**src/rtl/fetch_stage.sv**
```systemverilog
// IF stage: owns the PC, drives a req/ack instruction-memory port and fills the
// IF/ID register. Redirects beat flush, flush beats stall and ack loads.
module fetch_stage #(
  parameter int                  PC_WIDTH = 32,
  parameter logic [PC_WIDTH-1:0] RESET_PC = '0
) (
  input  logic                clk,
  input  logic                rst,
  output logic                imem_req,
  output logic [PC_WIDTH-1:0] imem_addr,
  input  logic                imem_ack,
  input  logic [31:0]         imem_rdata,
  input  logic                stall,
  input  logic                flush,
  input  logic                redirect_valid,
  input  logic [PC_WIDTH-1:0] redirect_pc,
  output logic                ifid_valid,
  output logic [31:0]         ifid_instr,
  output logic [PC_WIDTH-1:0] ifid_pc4,
  output logic [5:0]          opcode,
  output logic [1:0]          state_dbg
);

  // Memory handshake: a request is imem_req=1 with imem_addr held stable; it
  // completes on the cycle imem_ack=1 (possibly the first cycle of the request)
  // and imem_rdata is only meaningful in that cycle. Requests are never
  // withdrawn except by rst.

  typedef enum logic [1:0] {
    S_FETCH = 2'd0,
    S_HOLD  = 2'd1,
    S_DRAIN = 2'd2
  } state_t;

  localparam logic [PC_WIDTH-1:0] PC_STEP = PC_WIDTH'(4);

  state_t              state_q;
  logic [PC_WIDTH-1:0] pc_q;
  logic [PC_WIDTH-1:0] drain_addr_q;
  logic [31:0]         hold_q;
  logic                ifid_valid_q;
  logic [31:0]         ifid_instr_q;
  logic [PC_WIDTH-1:0] ifid_pc4_q;

  logic [PC_WIDTH-1:0] pc_plus4;
  logic [PC_WIDTH-1:0] redirect_target;
  logic                unused_redirect_lsbs;

  assign pc_plus4             = pc_q + PC_STEP;
  assign redirect_target      = {redirect_pc[PC_WIDTH-1:2], 2'b00};
  assign unused_redirect_lsbs = ^redirect_pc[1:0];

  assign imem_req   = !rst && (state_q != S_HOLD);
  // While draining, pc already holds the redirect target; the bus keeps the stale address.
  assign imem_addr  = (state_q == S_DRAIN) ? drain_addr_q : pc_q;
  assign ifid_valid = ifid_valid_q;
  assign ifid_instr = ifid_instr_q;
  assign ifid_pc4   = ifid_pc4_q;
  assign opcode     = ifid_instr_q[31:26];
  assign state_dbg  = state_q;

  always_ff @(posedge clk) begin
    if (rst) begin
      state_q      <= S_FETCH;
      pc_q         <= RESET_PC;
      drain_addr_q <= RESET_PC;
      hold_q       <= '0;
      ifid_valid_q <= 1'b0;
      ifid_instr_q <= '0;
      ifid_pc4_q   <= '0;
    end else if (redirect_valid) begin
      pc_q         <= redirect_target;
      hold_q       <= '0;
      ifid_valid_q <= 1'b0;
      ifid_instr_q <= '0;
      if (state_q != S_HOLD && !imem_ack) begin
        // Outstanding request must still complete; remember which address it was.
        state_q <= S_DRAIN;
        if (state_q == S_FETCH) drain_addr_q <= pc_q;
      end else begin
        state_q <= S_FETCH;
      end
    end else begin
      if (flush) begin
        ifid_valid_q <= 1'b0;
        ifid_instr_q <= '0;
      end
      case (state_q)
        S_FETCH: begin
          if (imem_ack) begin
            if (stall) begin
              hold_q  <= imem_rdata;
              state_q <= S_HOLD;
            end else begin
              pc_q <= pc_plus4;
              if (!flush) begin
                ifid_valid_q <= 1'b1;
                ifid_instr_q <= imem_rdata;
                ifid_pc4_q   <= pc_plus4;
              end
            end
          end
        end
        S_HOLD: begin
          if (!stall) begin
            pc_q    <= pc_plus4;
            state_q <= S_FETCH;
            if (!flush) begin
              ifid_valid_q <= 1'b1;
              ifid_instr_q <= hold_q;
              ifid_pc4_q   <= pc_plus4;
            end
          end
        end
        S_DRAIN: begin
          if (imem_ack) state_q <= S_FETCH;
        end
        default: state_q <= S_FETCH;
      endcase
    end
  end

endmodule

```
**config.mk**
```make
export PLATFORM = sky130hd
export DESIGN_NAME = fetch_stage
export DESIGN_NICKNAME = d
export VERILOG_FILES = /design/src/rtl/fetch_stage.sv
export SDC_FILE = /design/constraint.sdc
export NUM_CORES = 1
export LEC_CHECK = 0
export CAP_MARGIN = 40
export CORE_ASPECT_RATIO = 0.75
export CORE_MARGIN = 5
export CORE_UTILIZATION = 25
export DETAILED_ROUTE_END_ITERATION = 16
export HOLD_SLACK_MARGIN = 0.06
export PLACE_DENSITY = 0.55
export SETUP_SLACK_MARGIN = 0.5
export SYNTH_ARGS = -nofsm -noshare
export SYNTH_HDL_FRONTEND = slang
export SYNTH_SLANG_ARGS = --single-unit
```
**constraint.sdc**
```tcl
create_clock -name clk -period 3 [get_ports clk]
set_input_delay 0.45 -clock clk [delete_from_list [all_inputs] [get_ports clk]]
set_output_delay 0.45 -clock clk [all_outputs]
set_load 0.05 [all_outputs]
```
==> flow_summary_export.csv <==
group,metric,value,unit
yosys,yosys_top_cell_area_share,41.9,%
yosys,yosys.cell_types.count,49,
die,die_w,210,µm
place,place_hpwl,17100,µm
die,dieHeight,160,µm
timing,timing.final.max_slew_violations,0,
finish,multiInputGateArea,0.00394,mm²
clocking,htreeDepth,4,
timing,finalSetupTns,0,ns
grt,grt_pass1_wl,39100,µm
routing,routed-via-count,6836,
die,floorplan.io_pins,176,
place,place.port_buffers,169,
yosys,netlist_instances,902,
timing,fin_crit,2.40,ns
clocking,cts_tree,"yes",
power,pwr-share-comb,16.9,%
clocking,numCtsBuffers,17,
timing,worst_pin_slew,0.590,ns
yosys,ys_seq_elements,157,
grt,grt.overflow.total,0,
timing,fin_crit_sh,80.0,%
finish,layout.area.seq,0.00314,mm²
critical_path,worst_setup_path_startpoint,"state_dbg[0]$_SDFFE_PP0P_",
yosys,synthesis.area_per_instance,8.32,µm²
routing,via_density_per_instance,4.73,
power,internal_cell_power,3780,µW
power,power_density,507,mW/mm²
yosys,yosys_warnings,0,
critical_path,timing.critical_path.from_type,"flop",
die,core-area,0.0293,mm²
finish,final_layout_size_suffix_gt1_share,14.3,%
die,initial_standard_cell_utilization_of_the_core,25.6,%
min_path,worst_hold_path_type,"in2reg",
grt,number_of_antenna_violations_at_the_first_check_in_global_routing,3,
yosys,synth_largest_area_cell,"sky130_fd_sc_hd__dfxtp_1",
yosys,synth-async-reset-ratio,0,%
critical_path,crit-reg2reg-launch,"pc_q[2]$_SDFFE_PP0P_",
yosys,flip_flop_cell_with_the_highest_count_after_synthesis,"sky130_fd_sc_hd__dfxtp_1",
place,gp_routability_congestion,0.741,
finish,most-common-layout-cells,"sky130_fd_sc_hd__nand2_1 (164), sky130_fd_sc_hd__dfxtp_1 (156), sky130_fd_sc_hd__clkdlybuf4s50_1 (137)",
routing,routedWlPerCell,17.2,µm
clocking,cts_root_buffer,"sky130_fd_sc_hd__clkbuf_16",
power,p_sw_share,28.9,%
critical_path,worst_setup_path_end_kind,"output pin",
grt,pin_count_of_the_biggest_net_entering_global_routing,68,
finish,flow.area_growth_from_synthesis,40.1,%
grt,groute.usage.overall,14.6,%
die,placementRows,54,
routing,postRouteWirelength,24900,µm
die,die_area,0.0336,mm²
timing,setup_viol,0,
routing,number_of_detailed_routing_iterations_run_before_antenna_repair,5,
power,post_layout_power,5330,µW
critical_path,crit_fanout,26,
clocking,clock_sinks,157,
timing,setup_repair_after_global_routing_missed_its_margin,"false",
run_status,run_status,"complete, no violations",
power,switchingPower,1540,µW
routing,ant_nets,0,
job,drv_cap,0,
power,vdd_drop_max,0.000384,V
grt,first_global_vias,6742,
timing,achievable-frequency,0.417,GHz
finish,final_cell_area,0.0105,mm²
power,clock_share_of_power,41.3,%
routing,detail_route.iter0.violations,517,
clocking,clock_latency,0.43,ns
critical_path,timing.critical_path.arrival,1.95,ns
timing,worst_rel_slew_slack,60.4,%
routing,route.detailed.drc,0,
finish,nets,1109,
clocking,clkTransAtPathRegs,0.06,ns
yosys,synth_seq_area_share,41.9,%
yosys,synth_top_cells_by_area,"sky130_fd_sc_hd__dfxtp_1 (42%), sky130_fd_sc_hd__nand2_1 (8.2%), sky130_fd_sc_hd__a21oi_1 (5.7%)",
yosys,post_synth_edffs,0,
critical_path,worstSetupPathType,"reg2out",
finish,commonest_non_fill_non_tap_cell_in_the_layout,"sky130_fd_sc_hd__nand2_1",
finish,nFillCells,3060,
yosys,syn_area,0.00750,mm²
timing,finalHoldViolations,0,
min_path,holdCritStartpoint,"rst",
critical_path,crit_required,2.55,ns
timing,final.setup_skew,0.0102,ns
power,leakagePower,0.00356,µW
power,share_seq_of_total_power,41.8,%
place,placedInstanceArea,0.00992,mm²
clocking,clock_tree.buffer_depth,2,
==> stage by stage <==
step	cells	hold WS, ns	worst slack (ns)	util, %
2_1_floorplan	905	0.432	0.649	-
3_3_place_gp	1410	0.435	0.518	33.7
3_5_place_dp	1411	0.444	0.546	33.8
4_1_cts	1443	0.339	0.551	35.8
5_1_grt	1445	0.364	0.520	35.9
6_report	1445	0.348	0.601	35.9
==> synth_stat cells, drive strengths merged, types with 2 or more instances <==
cell	n
nand2	164
dfxtp	157
a21oi	86
nor2	83
clkbuf	62
a211oi	46
xor2	41
a22oi	32
buf	32
mux2	30
nand3	26
nand4	24
mux2i	18
a22o	17
o22a	17
xnor2	14
nor3	9
nor4	6
and3	5
inv	5
or2	4
a311oi	2
and2	2
and4	2
nand2b	2
nand3b	2
o22ai	2
or4	2
==> registers in the layout, summed over array words and instances, names as in the netlist <==
register and flops:
ifid_valid 1, ifid_instr 32, state_dbg 2, drain_addr_q 30
hold_q 32, pc_q 30, ifid_pc4 30
==> path summary, 6_finish.rpt <==
path                              endpoint  slack (ns)  cells after the start
max                           state_dbg[0]        0.60                      2
min              state_dbg[0]$_SDFFE_PP0P_        0.35                      3
max reg2reg      ifid_pc4[28]$_SDFFE_PP0P_        0.81                      7
min reg2reg  drain_addr_q[21]$_SDFFE_PP0P_        0.45                      2
==> cell families after synthesis <==
logic type                 share of synthesized area, %
and+or+nand+nor                                    20.2
DFF                                                41.9
muxes                                              6.90
other                                            0.0500
AOI/OAI and AO/OA                                  18.4
adders and majority gates                         0.300
xor gates and xnor gates                           6.42
buffers and inverters                              5.89
==> power groups by stage <==
stage / Combinational, µW / Clock [µW] / Sequential, µW
after CTS: 908 / 2260 / 2220
after detailed placement: 904 / 0 / 2270
final: 901 / 2200 / 2220
after floorplan: 461 / 0 / 2300
after global routing: 960 / 2340 / 2230
after global placement: 899 / 0 / 2270
==> final cells by class <==
cell class              count  share of cell area, %
diodes                      2                 0.0476
clock inverters            12                   1.32
clock buffers              20                   4.25
repair buffers            208                   22.1
multi-input cells         649                   37.5
well taps                 392                   4.67
flip-flops and latches    157                   29.9
inverters                   5                  0.179
==> routing by layer <==
layer,share of wire (%),wire (µm),GRT usage (%)
met2,42,10500,20.5
met5,0.044,11,0
met3,8.4,2080,5.28
met1,48,11800,20.8
met4,1.7,433,4.36
==> repair_timing <==
item / 4_1_cts / 5_1_grt
pin swaps: 0 / 0
hold buffers: 0 / 0
buffers inserted: 0 / 0
resized for setup: 1 / 1
setup endpoints to repair: 31 / 13
gates cloned: 0 / 0
==> critical path, stage by stage, from the launching register on <==
cell,delay (ns)
sky130_fd_sc_hd__dfxtp_1,0.32
sky130_fd_sc_hd__buf_4,0.32
sky130_fd_sc_hd__clkdlybuf4s50_1,0.88
Power figures use the tool's default switching activity.
